==> config.mk <==
export PLATFORM = sky130hd
export DESIGN_NAME = riscv_mc_ctrl
export DESIGN_NICKNAME = d
export VERILOG_FILES = /design/src/rtl/riscv_mc_pkg.sv /design/src/rtl/riscv_mc_decode.sv /design/src/rtl/riscv_mc_ctrl.sv
export SDC_FILE = /design/constraint.sdc
export NUM_CORES = 1
export LEC_CHECK = 0
export CORE_ASPECT_RATIO = 1.25
export CORE_MARGIN = 2
export CORE_UTILIZATION = 33
export CTS_CLUSTER_SIZE = 28
export DETAILED_ROUTE_END_ITERATION = 10
export HOLD_SLACK_MARGIN = 0.15
export MAX_ROUTING_LAYER = met4
export PLACE_DENSITY_LB_ADDON = 0.12
export SETUP_SLACK_MARGIN = 0.15
export SYNTH_ARGS = -nofsm -noshare
export SYNTH_HDL_FRONTEND = slang
export SYNTH_SLANG_ARGS = --single-unit
==> constraint.sdc <==
create_clock -name CLK -period 1.9 [get_ports CLK]
set_input_delay 0.285 -clock CLK [delete_from_list [all_inputs] [get_ports CLK]]
set_output_delay 0.285 -clock CLK [all_outputs]
set_load 0.03 [all_outputs]
==> src/rtl/riscv_mc_pkg.sv <==
// Shared types and encodings for the RV64 multicycle control unit.
// Holds the state enum, opcode/funct constants and the datapath mux and ALU encodings.
package riscv_mc_pkg;

    typedef enum logic [4:0] {
        S_RESET  = 5'd0,
        S_FETCH  = 5'd1,
        S_DECODE = 5'd2,
        S_EXEC_R = 5'd3,
        S_EXEC_I = 5'd4,
        S_WB_ALU = 5'd5,
        S_ADDR   = 5'd6,
        S_MEM_RD = 5'd7,
        S_WB_MEM = 5'd8,
        S_MEM_WR = 5'd9,
        S_BRANCH = 5'd10,
        S_LUI    = 5'd11,
        S_TRAP   = 5'd12
    } state_t;

    localparam logic [6:0] OP_R      = 7'b0110011;
    localparam logic [6:0] OP_IMM    = 7'b0010011;
    localparam logic [6:0] OP_LOAD   = 7'b0000011;
    localparam logic [6:0] OP_STORE  = 7'b0100011;
    localparam logic [6:0] OP_BRANCH = 7'b1100011;
    localparam logic [6:0] OP_LUI    = 7'b0110111;

    localparam logic [2:0] F3_ADD = 3'b000;
    localparam logic [2:0] F3_D   = 3'b011;
    localparam logic [2:0] F3_BEQ = 3'b000;
    localparam logic [2:0] F3_BNE = 3'b001;

    localparam logic [6:0] F7_ADD = 7'b0000000;
    localparam logic [6:0] F7_SUB = 7'b0100000;

    localparam logic [2:0] ALU_PASS_A = 3'b000;
    localparam logic [2:0] ALU_ADD    = 3'b001;
    localparam logic [2:0] ALU_SUB    = 3'b010;
    localparam logic [2:0] ALU_PASS_B = 3'b111;

    localparam logic [1:0] SRC_B_REG  = 2'b00;
    localparam logic [1:0] SRC_B_FOUR = 2'b01;
    localparam logic [1:0] SRC_B_IMM  = 2'b10;

    localparam logic [2:0] IMM_I = 3'd0;
    localparam logic [2:0] IMM_S = 3'd1;
    localparam logic [2:0] IMM_B = 3'd2;
    localparam logic [2:0] IMM_U = 3'd3;

endpackage

==> src/rtl/riscv_mc_decode.sv <==
// Combinational dispatch from the instruction fields to the state following DECODE.
// Any encoding outside the supported subset lands in TRAP.
module riscv_mc_decode
    import riscv_mc_pkg::*;
(
    input  logic [6:0] opcode,
    input  logic [2:0] funct3,
    input  logic [6:0] funct7,
    output state_t     dispatch
);

    always_comb begin
        dispatch = S_TRAP;
        case (opcode)
            OP_R: begin
                if (funct3 == F3_ADD && (funct7 == F7_ADD || funct7 == F7_SUB))
                    dispatch = S_EXEC_R;
            end
            OP_IMM: begin
                if (funct3 == F3_ADD)
                    dispatch = S_EXEC_I;
            end
            OP_LOAD, OP_STORE: begin
                if (funct3 == F3_D)
                    dispatch = S_ADDR;
            end
            OP_BRANCH: begin
                if (funct3 == F3_BEQ || funct3 == F3_BNE)
                    dispatch = S_BRANCH;
            end
            OP_LUI:  dispatch = S_LUI;
            default: dispatch = S_TRAP;
        endcase
    end

endmodule

==> src/rtl/riscv_mc_ctrl.sv <==
// Multicycle control FSM for the RV64 datapath (add/sub/addi/ld/sd/beq/bne/lui).
// Optional retired-instruction counter enabled by defining RETIRE_CNT_EN.
module riscv_mc_ctrl
    import riscv_mc_pkg::*;
#(
    parameter int MEM_LAT = 1,
    parameter int CNT_W   = 32
) (
    input  logic             CLK,
    input  logic             RST,
    input  logic [6:0]       opcode,
    input  logic [2:0]       funct3,
    input  logic [6:0]       funct7,
    input  logic             alu_zero,
    output logic             rst_dp,
    output logic             pc_wr,
    output logic             pc_src,
    output logic             ir_load,
    output logic             a_wr,
    output logic             b_wr,
    output logic             alu_out_wr,
    output logic             alu_src_a,
    output logic [1:0]       alu_src_b,
    output logic [2:0]       alu_sel,
    output logic [2:0]       imm_type,
    output logic             mem_data_wr,
    output logic             mem_to_reg,
    output logic             reg_wr,
    output logic             halted,
    output logic [4:0]       state_dbg,
    output logic [CNT_W-1:0] retired_cnt
);

    localparam int LAT_W = (MEM_LAT > 1) ? $clog2(MEM_LAT) : 1;
    localparam logic [LAT_W-1:0] LAT_INIT = LAT_W'(MEM_LAT - 1);

    state_t           state, state_next, dispatch;
    logic [LAT_W-1:0] lat_cnt;
    logic             lat_last;

    riscv_mc_decode u_decode (
        .opcode   (opcode),
        .funct3   (funct3),
        .funct7   (funct7),
        .dispatch (dispatch)
    );

    assign lat_last  = (lat_cnt == '0);
    assign state_dbg = state;

    always_ff @(posedge CLK) begin
        if (RST) state <= S_RESET;
        else     state <= state_next;
    end

    // FETCH and MEM_RD are never re-entered directly, so a state change reloads the count.
    always_ff @(posedge CLK) begin
        if (RST)                       lat_cnt <= '0;
        else if (state_next != state)  lat_cnt <= LAT_INIT;
        else if (!lat_last)            lat_cnt <= lat_cnt - 1'b1;
    end

    always_comb begin
        state_next = state;
        case (state)
            S_RESET:  state_next = S_FETCH;
            S_FETCH:  if (lat_last) state_next = S_DECODE;
            S_DECODE: state_next = dispatch;
            S_EXEC_R: state_next = S_WB_ALU;
            S_EXEC_I: state_next = S_WB_ALU;
            S_ADDR:   state_next = (opcode == OP_STORE) ? S_MEM_WR : S_MEM_RD;
            S_MEM_RD: if (lat_last) state_next = S_WB_MEM;
            S_WB_ALU, S_WB_MEM, S_MEM_WR, S_BRANCH, S_LUI:
                      state_next = S_FETCH;
            S_TRAP:   state_next = S_TRAP;
            default:  state_next = S_RESET;
        endcase
    end

    always_comb begin
        rst_dp      = 1'b0;
        pc_wr       = 1'b0;
        pc_src      = 1'b0;
        ir_load     = 1'b0;
        a_wr        = 1'b0;
        b_wr        = 1'b0;
        alu_out_wr  = 1'b0;
        alu_src_a   = 1'b0;
        alu_src_b   = SRC_B_REG;
        alu_sel     = ALU_PASS_A;
        imm_type    = IMM_I;
        mem_data_wr = 1'b0;
        mem_to_reg  = 1'b0;
        reg_wr      = 1'b0;
        halted      = 1'b0;
        case (state)
            S_RESET: rst_dp = 1'b1;
            S_FETCH: begin
                alu_src_b = SRC_B_FOUR;
                alu_sel   = ALU_ADD;
                if (lat_last) begin
                    ir_load = 1'b1;
                    pc_wr   = 1'b1;
                end
            end
            // Branch target is computed here, before the instruction class is known.
            S_DECODE: begin
                a_wr       = 1'b1;
                b_wr       = 1'b1;
                alu_src_b  = SRC_B_IMM;
                imm_type   = IMM_B;
                alu_sel    = ALU_ADD;
                alu_out_wr = 1'b1;
            end
            S_EXEC_R: begin
                alu_src_a  = 1'b1;
                alu_sel    = funct7[5] ? ALU_SUB : ALU_ADD;
                alu_out_wr = 1'b1;
            end
            S_EXEC_I: begin
                alu_src_a  = 1'b1;
                alu_src_b  = SRC_B_IMM;
                alu_sel    = ALU_ADD;
                alu_out_wr = 1'b1;
            end
            S_WB_ALU: reg_wr = 1'b1;
            S_ADDR: begin
                alu_src_a  = 1'b1;
                alu_src_b  = SRC_B_IMM;
                imm_type   = (opcode == OP_STORE) ? IMM_S : IMM_I;
                alu_sel    = ALU_ADD;
                alu_out_wr = 1'b1;
            end
            S_WB_MEM: begin
                reg_wr     = 1'b1;
                mem_to_reg = 1'b1;
            end
            S_MEM_WR: mem_data_wr = 1'b1;
            S_BRANCH: begin
                alu_src_a = 1'b1;
                alu_sel   = ALU_SUB;
                pc_src    = 1'b1;
                pc_wr     = funct3[0] ? !alu_zero : alu_zero;
            end
            S_LUI: begin
                alu_src_b = SRC_B_IMM;
                imm_type  = IMM_U;
                alu_sel   = ALU_PASS_B;
                reg_wr    = 1'b1;
            end
            S_TRAP:  halted = 1'b1;
            default: ;
        endcase
    end

`ifdef RETIRE_CNT_EN
    logic             retire;
    logic [CNT_W-1:0] cnt_q;

    assign retire = (state_next == S_FETCH) &&
                    (state inside {S_WB_ALU, S_WB_MEM, S_MEM_WR, S_BRANCH, S_LUI});

    always_ff @(posedge CLK) begin
        if (RST)         cnt_q <= '0;
        else if (retire) cnt_q <= cnt_q + CNT_W'(1);
    end

    assign retired_cnt = cnt_q;
`else
    assign retired_cnt = '0;
`endif

endmodule

; Word-level counts from Yosys, hierarchy flattened
; Index checks and enable logic that the tools add are counted.
[totals]
reg_bits = 6
input_bits = 20
output_inout_bits = 57
word_cells = 69
[op_classes]
n_addsub = 1
n_eq_ne = 22
n_mux = 27
n_bitwise = 1
n_reduce_logical = 16
[ops]
columns = op, n
row1 = 5-bit case mux with 7 select lines, 1
row2 = 7-bit by 6-bit == test with 1-bit output (second input constant), 4
row3 = 5-bit by 4-bit == test with 1-bit output (second input constant), 5
row4 = 5-bit case mux with 5 select lines, 1
row5 = 5-bit by 3-bit == test with 1-bit output (second input constant), 4
row6 = 4-bit 2-to-1 mux, 4
row7 = 4-bit OR reduction, 4
row8 = 1-bit 2-to-1 mux, 13
row9 = 3-bit case mux with 4 select lines, 1
row10 = 5-bit by 2-bit == test with 1-bit output (second input constant), 2
row11 = 5-bit 2-to-1 mux, 2
row12 = 7-bit by 2-bit == test with 1-bit output (second input constant), 1
row13 = 7-bit by 5-bit == test with 1-bit output (second input constant), 1
row14 = 7-bit == test (second input constant), 1
row15 = 7-bit logical NOT, 1
row16 = 2-bit case mux with 3 select lines, 1
row17 = 3-bit OR reduction, 2
row18 = 6-bit OR reduction, 1
row19 = 5-bit by 1-bit == test with 1-bit output (second input constant), 1
row20 = 5-bit logical NOT, 1
row21 = 5-bit inequality test, 1
row22 = 2-bit case mux with 2 select lines, 1
row23 = 2-bit OR reduction, 2
row24 = 3-bit by 1-bit == test with 1-bit output (second input constant), 1
row25 = other kinds (10), 11

; Logic depth before layout (Yosys ltp)
[logic_depth]
depth_word = 8
ltp_mapped = 6
mapped_depth_nobuf = 5

; Cells and area by module
; From an unflattened synthesis, not the netlist that was laid out.
[hier_totals]
hier_cells = 150
area_unflattened_um2 = 1077.3
[modules_own_cells]
columns = mod, n_inst, cells_each, area_per_inst_um2, seq_area_each_um2
row1 = riscv_mc_ctrl, 1, 130, 922.1, 120.1
row2 = riscv_mc_decode, 1, 20, 155.1, 0.0

; Least setup slack after synthesis
; OpenSTA, ideal clock, no wires.
[synth_timing]
path_type = register to output
startpoint = register state[1] (netlist: state_dbg[1])
endpoint = output port alu_sel[0]
arrival_time_ns = 1.846
t_required_ns = 1.615
path_slack_ns = -0.231
stages_incl_launch_ff = 6
n_path_buf = 1
cell_sequence = dfxtp_1 > clkbuf_1 > nor2_1 > nor3_1 > a21oi_1 > nor3_1
[synth_between]
elab_chain_len = 3
elab_cells_between_ends = 9
classes_between = eq/ne (7) / mux (1) / reduce/logical (1)
[synth_rtl]
columns = item, line
row1 = start: declaration, riscv_mc_ctrl.sv:37  ; state_t state, state_next, dispatch;
row2 = start signal: assignment, riscv_mc_ctrl.sv:53  ; else state <= state_next;
row3 = "5-bit by 1-bit == test with 1-bit output, or another cell as far along", riscv_mc_ctrl.sv:96  ; case (state)
row4 = 4-bit OR reduction (no line), n/a
row5 = 3-bit case mux with 4 select lines *, riscv_mc_ctrl.sv:96
row6 = end: declaration, riscv_mc_ctrl.sv:24  ; output logic [2:0] alu_sel,
; Mark *: on every way between the ends. The rest lies on a longest branch, timed or not.

; Worst setup path after layout
[layout_timing]
startpoint = register state[3] (netlist: state_dbg[3])
endpoint = output port rst_dp
[layout_between]
elab_chain_len = 2
[layout_rtl]
columns = item, line
row1 = 5-bit logical NOT, riscv_mc_ctrl.sv:96
row2 = 1-bit 2-to-1 mux, riscv_mc_ctrl.sv:96
row3 = end: declaration, riscv_mc_ctrl.sv:15  ; output logic rst_dp,
; No other way between the ends.

==> flow_summary.json <==
{
  "worst_setup_path_end_kind": "primary output",
  "grt_use_total_pct": 18.3,
  "placed_cell_area_um2": 1460,
  "setup_viol": 0,
  "grt_antenna_before_repair": 0,
  "die-area_um2": 3400,
  "htreeDepth": 1,
  "nets": 244,
  "cts-root-buf": "clkbuf_4",
  "ios": 77,
  "place_hpwl_mm": 2.33,
  "start_util_pct": 34.0,
  "die_h_um": 64.7,
  "crit_path_max_incr_delay_ns": 0.40,
  "met1_usage_pct": 20.4,
  "cellLeakagePower_nw": 0.846,
  "cp_max_fo": 5,
  "synthArstFlopShare_pct": 0,
  "final_cells": 258,
  "cp_cell_sequence": "or3_4 -> buf_4 -> nor3_2 -> buf_4",
  "finClkSkew_ns": 0.0102,
  "ys_warn_count": 0,
  "syn-cell-area_um2": 972,
  "rr_worst_depth": 6,
  "maxCapViolCount": 0,
  "status": "finished, final reports clean",
  "pwr_density_cell_nw_per_um2": 278,
  "yosys_most_used_dff": "dfxtp_1",
  "fin_tns_setup_ns": 0,
  "hp-start": "opcode[6]",
  "ant_nets": 0,
  "min_to": "state_dbg[3]",
  "layout_common_cells": "buf_4, conb_1, clkdlybuf4s50_1",
  "tritoncts": "done",
  "required_ns": 1.62,
  "io_buffer_count": 43,
  "drc": 0,
  "fp.dieW_um": 52.5,
  "core_um2": 2860,
  "rsz0062_at_grt": "yes",
  "placed_cells": 237,
  "slew_violations": 0,
  "holdPathStages": 4,
  "overflow": 0,
  "cts_buffers": 3,
  "grt_util_met3_pct": 3.92,
  "cp_common_cell": "buf_4",
  "mostFrequentLayoutCell": "buf_4",
  "grt_pass1_vias": 1093,
  "slowest_stage": "or3_4",
  "path_class": "register to primary output",
  "clk_latency_ns": 0.25,
  "core.rowCount": 22,
  "dr.pass1.iters": 4,
  "design_area_um2": 1810,
  "syn-instance-count": 145,
  "wire_per_inst_um": 13.1,
  "hold_violations": 0,
  "timing.final.crit_share_pct": 93.8,
  "reg2reg_slack_ns": 0.28,
  "vias": 1218,
  "n_antenna_cell": 0,
  "timing.rr.end": "state_dbg[1]",
  "dr.first_iter.drc_count": 19,
  "clock-sinks": 6,
  "ir_drop_v": 0.000290,
  "viasPerCell": 4.72,
  "cts.clk_slew.worst_paths_ns": 0.05,
  "yosysUniqueCellTypes": 38,
  "hold_buffers": 0,
  "place_congestion": 0.828,
  "busiest_layer": "met2",
  "r2r_start": "state_dbg[3]",
  "timing.critical_path.from_type": "register",
  "synth_edf_count": 0,
  "synth_seq_cells": 6,
  "drive_gt1_share_pct": 45.5,
  "fmax_ghz": 0.561,
  "routed_wl_mm": 3.39,
  "yosysSeqAreaShare_pct": 12.4,
  "worstHoldPathType": "primary input to register",
  "fin_crit_ns": 1.78,
  "cts_buffer_depth": 2,
  "grt_start_max_net_pins": 12,
  "grt_pass1_wl_mm": 4.71,
  "use_met2_pct": 32.3,
  "syn_avg_cell_area_um2": 6.70,
  "arrival_ns": 1.50,
  "area_growth_pct": 85.7
}
[flip-flops by register name (all words and copies together) (netlist names)]
register   count
lat_cnt        1
state_dbg      5
[cell usage after synthesis, types with 2 or more instances]
cell type,count,share of area (%)
buf_4,34,26
nor2_1,21,8.1
a21oi_1,11,5.7
nand2_1,9,3.5
nand2b_1,8,5.1
nor3_1,8,4.1
dfxtp_1,6,12
a31oi_1,5,3.2
clkbuf_1,5,1.9
o21ai_0,4,2.1
nor4_1,3,1.9
a21o_1,2,1.5
a22oi_1,2,1.5
inv_1,2,0.77
nor2b_1,2,1.3
[cells by family (layout without fill, tap and decap cells)]
group / count (synthesis) / in the layout / share of synthesized area, %
AND/OR/NAND/NOR: 62 / 62 / 33.7
buffers and inverters: 42 / 85 / 29.5
AO/OA/AOI/OAI: 33 / 33 / 23.2
flip-flops: 6 / 6 / 12.4
other: 1 / 35 / 0.386
XOR/XNOR: 1 / 1 / 0.901
[critical path, delay by kind of cell, from the launching register on]
family	cells	cell delay, ns
buf+inv	2	0.36
flops	1	0.36
simple gates	2	0.52
[layout make-up]
| class | count | area, um2 |
|---|---|---|
| fill | 272 | 1060 |
| multi-input combinational | 131 | 877 |
| timing repair buffer | 80 | 717 |
| sequential | 6 | 136 |
| tap | 36 | 45.0 |
| clock buffer | 3 | 22.5 |
| inverter | 2 | 7.51 |
[report_power, final]
part           internal (mW)  switching, mW  total [mW]
sequential             0.125        0.00501       0.130
combinational         0.0880          0.163       0.251
clock                 0.0717         0.0497       0.121
[worst max path at each step]
stage            startpoint            to  slack (ns)  cells past startpoint
3_3_place_gp      opcode[1]   imm_type[0]       -0.05                      6
5_1_grt        state_dbg[3]        rst_dp        0.07                      4
6_report       state_dbg[3]        rst_dp        0.12                      4
3_5_place_dp      funct3[0]  state_dbg[2]       -0.08                      7
4_1_cts        state_dbg[3]         pc_wr        0.08                      4
2_1_floorplan  state_dbg[2]        rst_dp        0.02                      3
[through the flow]
stage / setup WS [ns] / hold WS [ns] / power, mW / util [%]
3_5_place_dp: -0.0807 / 0.671 / 0.365 / 50.9
5_1_grt: 0.0669 / 0.609 / 0.532 / 63.1
2_1_floorplan: 0.0182 / 0.484 / 0.330 / -
6_report: 0.117 / 0.562 / 0.503 / 63.1
4_1_cts: 0.0761 / 0.678 / 0.493 / 57.2
3_3_place_gp: -0.0481 / 0.672 / 0.363 / 50.9
[repair_timing]
item / 4_1_cts / 5_1_grt
endpoints found under the setup margin: 17 / 23
hold endpoints to repair: 0 / 0
pin swaps: 7 / 13
resized for setup: 22 / 46
buffers inserted: 14 / 4
[metal layers]
metal,vias to the layer above,part of all wire [%]
met5,-,0
met2,48,55
met3,4,5.9
met4,0,1.1
met1,571,38
li1,595,-
(Power assumes the default switching activity.)
==> patch (same settings) <==
Put a register stage on the output `alu_src_b`, with the module's reset. The value now appears one clock later. The other outputs are not delayed to match.
--- a/src/rtl/riscv_mc_ctrl.sv
+++ b/src/rtl/riscv_mc_ctrl.sv
@@ -33,6 +33,8 @@
 
     localparam int LAT_W = (MEM_LAT > 1) ? $clog2(MEM_LAT) : 1;
     localparam logic [LAT_W-1:0] LAT_INIT = LAT_W'(MEM_LAT - 1);
+
+    logic [1:0] alu_src_b_d;
 
     state_t           state, state_next, dispatch;
     logic [LAT_W-1:0] lat_cnt;
@@ -86,7 +88,7 @@
         b_wr        = 1'b0;
         alu_out_wr  = 1'b0;
         alu_src_a   = 1'b0;
-        alu_src_b   = SRC_B_REG;
+        alu_src_b_d = SRC_B_REG;
         alu_sel     = ALU_PASS_A;
         imm_type    = IMM_I;
         mem_data_wr = 1'b0;
@@ -96,7 +98,7 @@
         case (state)
             S_RESET: rst_dp = 1'b1;
             S_FETCH: begin
-                alu_src_b = SRC_B_FOUR;
+                alu_src_b_d = SRC_B_FOUR;
                 alu_sel   = ALU_ADD;
                 if (lat_last) begin
                     ir_load = 1'b1;
@@ -107,7 +109,7 @@
             S_DECODE: begin
                 a_wr       = 1'b1;
                 b_wr       = 1'b1;
-                alu_src_b  = SRC_B_IMM;
+                alu_src_b_d = SRC_B_IMM;
                 imm_type   = IMM_B;
                 alu_sel    = ALU_ADD;
                 alu_out_wr = 1'b1;
@@ -119,14 +121,14 @@
             end
             S_EXEC_I: begin
                 alu_src_a  = 1'b1;
-                alu_src_b  = SRC_B_IMM;
+                alu_src_b_d = SRC_B_IMM;
                 alu_sel    = ALU_ADD;
                 alu_out_wr = 1'b1;
             end
             S_WB_ALU: reg_wr = 1'b1;
             S_ADDR: begin
                 alu_src_a  = 1'b1;
-                alu_src_b  = SRC_B_IMM;
+                alu_src_b_d = SRC_B_IMM;
                 imm_type   = (opcode == OP_STORE) ? IMM_S : IMM_I;
                 alu_sel    = ALU_ADD;
                 alu_out_wr = 1'b1;
@@ -143,7 +145,7 @@
                 pc_wr     = funct3[0] ? !alu_zero : alu_zero;
             end
             S_LUI: begin
-                alu_src_b = SRC_B_IMM;
+                alu_src_b_d = SRC_B_IMM;
                 imm_type  = IMM_U;
                 alu_sel   = ALU_PASS_B;
                 reg_wr    = 1'b1;
@@ -170,5 +172,13 @@
     assign retired_cnt = '0;
 `endif
 
+    always_ff @(posedge CLK) begin
+        if (RST) begin
+            alu_src_b <= '0;
+        end else begin
+            alu_src_b <= alu_src_b_d;
+        end
+    end
+
 endmodule
 
Behaviour: not the same (a bounded check fails within 4 cycles, from zero or initial values and one cycle with RST high).
==> patch against the unedited design <==
Wire length down 8.4%; final area fell by 6.0%; area after synthesis increased by 4.9%; critical endpoint is now pc_wr; setup slack worse by 0.076 ns; total power is 11% higher; combinational power down 2%; critical path type unchanged; sequential cell count increased by 2; largest cell class unchanged; largest power group unchanged.
==> patch: results (changes against the unedited design) <==
- Non-clock buffer share: 36.2% (-3.5 points)
- Synth top area cells: buf_4 25%, dfxtp_1 16%, nor2_1 6.6%, a21oi_1 4.4%, o21ai_0 3.4%
- Multi-input gate area: 807 um^2 (-8.0%)
- Post-Place Worst Slack: -0.347 ns (-0.267 ns)
- FILL cells: 282 (+3.7%)
- Post-DP HPWL: 2.43 mm (+4.6%)
- Clock-pin slew on the worst setup and hold paths: 0.06 ns
- Most instantiated cells after synthesis: 34 x buf_4, 18 x nor2_1, 9 x a21oi_1
- Distinct cells, synth: 36 (-5.3%)
- Share of layout cells above drive strength 1: 39.4% (-6.1 points)
- Sequential cell count: 8 (+2)
- First-pass GRT wire length: 4.80 mm (+2.1%)
- Critical path arrival: 1.57 ns (+0.07 ns)
- Crit-path max FO: 3 (-2)
- Non-clock buffers: 71 (-11%)
- Largest net degree at the start of global routing: 14 (+2)
- Die area: 3550 um^2 (+4.6%)
- RD Place Congestion: 0.916 (+11%)
- Routed vias/inst: 4.79 (+1.5%)
- Max H-tree Level: 1 (unchanged)
- CLK BUF: 4 (+1)
- ANT cells: 0 (unchanged)
- VDD IR max: 179 uV (-38%)
- Register area: 174 um^2 (+28%)
- Root Buffer Master: clkbuf_4
- Max reg flops: 5 (unchanged)
- Initial DRC count: 14 (-5)
- Total CTS buffers: 3 (unchanged)
- Area post-placement: 1510 um^2 (+3.3%)
- Ys flop type: dfxtp_1
- Vias in the first global route: 1188 (+8.7%)
- Outcome: finished clean
- Post-synth ARST share: 0% (unchanged)
- Number of port buffers: 43 (unchanged)
- Worst-skew pair later-pin latency: 0.25 ns (about the same)
- Tot GR Track Use: 18.5% (+0.24 points)
- Worst clock skew: 0.00847 ns (-0.00176 ns)
- First drt pass iteration count: 4 (unchanged)
- Multi-Input Combinational: 126 (-3.8%)
- CTS max path bufs: 2 (unchanged)
- # nets final: 237 (-2.9%)
- Inverters: 7 (+5)
- Worst hold path class: in -> reg
- Initial antenna violation count: 0 (unchanged)
- Layout clock area frac: 1.55% (+0.30 points)
- DR WL/cell: 12.3 um (-6.2%)
- Syn. warnings: 0 (unchanged)
- Worst Tran Pin Value: 0.510 ns
- Leak: 0.784 nW (-7.3%)
- Register area share after synthesis: 15.7% (+3.4 points)
-- patch: logic make-up after synthesis --
family,Yosys count,share of synthesized area (%)
simple gates,56,31.3
buf+inv,46,29.4
compound gates,33,21.5
flops,8,15.7
xor+xnor,2,1.72
other cells,1,0.368
-- patch: what timing repair did --
item | 4_1_cts | 5_1_grt
pin swaps | 16 | 10
endpoints found under the setup margin | 18 | 12
gates resized for setup | 32 | 14
setup buffers | 9 | 2
-- patch: worst max-delay path: stages (launching register included) --
cell	delay, ns
dfxtp_2	0.32
or3_4	0.39
or3_4	0.37
o31ai_4	0.07
buf_6	0.16
-- patch: path summary, 6_finish.rpt --
check	from	cells past startpoint	to	slack [ns]
setup / recovery	state_dbg[2]	4	pc_wr	0.04
hold / removal	funct7[0]	5	state_dbg[0]	0.53
setup reg to reg	state_dbg[2]	5	state_dbg[1]	0.25
hold reg to reg	state_dbg[4]	2	alu_src_b[0]	0.67
-- patch: where the power goes --
part	internal, mW	leakage, nW	switching (mW)
Sequential	0.170	0.0683	0.00628
Combinational	0.0813	0.701	0.164
Clock	0.0803	0.0150	0.0579
Total	0.331	0.784	0.228
-- patch: per-stage QoR --
step	utilization (%)	total power, mW	instances	TNS (ns)	hold WS (ns)
after floorplan	-	0.382	180	-0.0509	0.362
after global placement	51.1	0.417	237	-0.686	0.696
after detailed placement	51.1	0.420	237	-0.802	0.713
after CTS	56.6	0.561	250	0	0.623
after global routing	57.6	0.590	252	0	0.592
final	57.6	0.559	252	0	0.525
-- patch: layer usage --
metal	vias to the layer above	track usage (%)	share of wire (%)
li1	584	-	-
met2	61	34.1	56
met3	14	0.905	5.5
met5	-	-	0
met4	0	12.5	3.9
met1	548	17.6	35
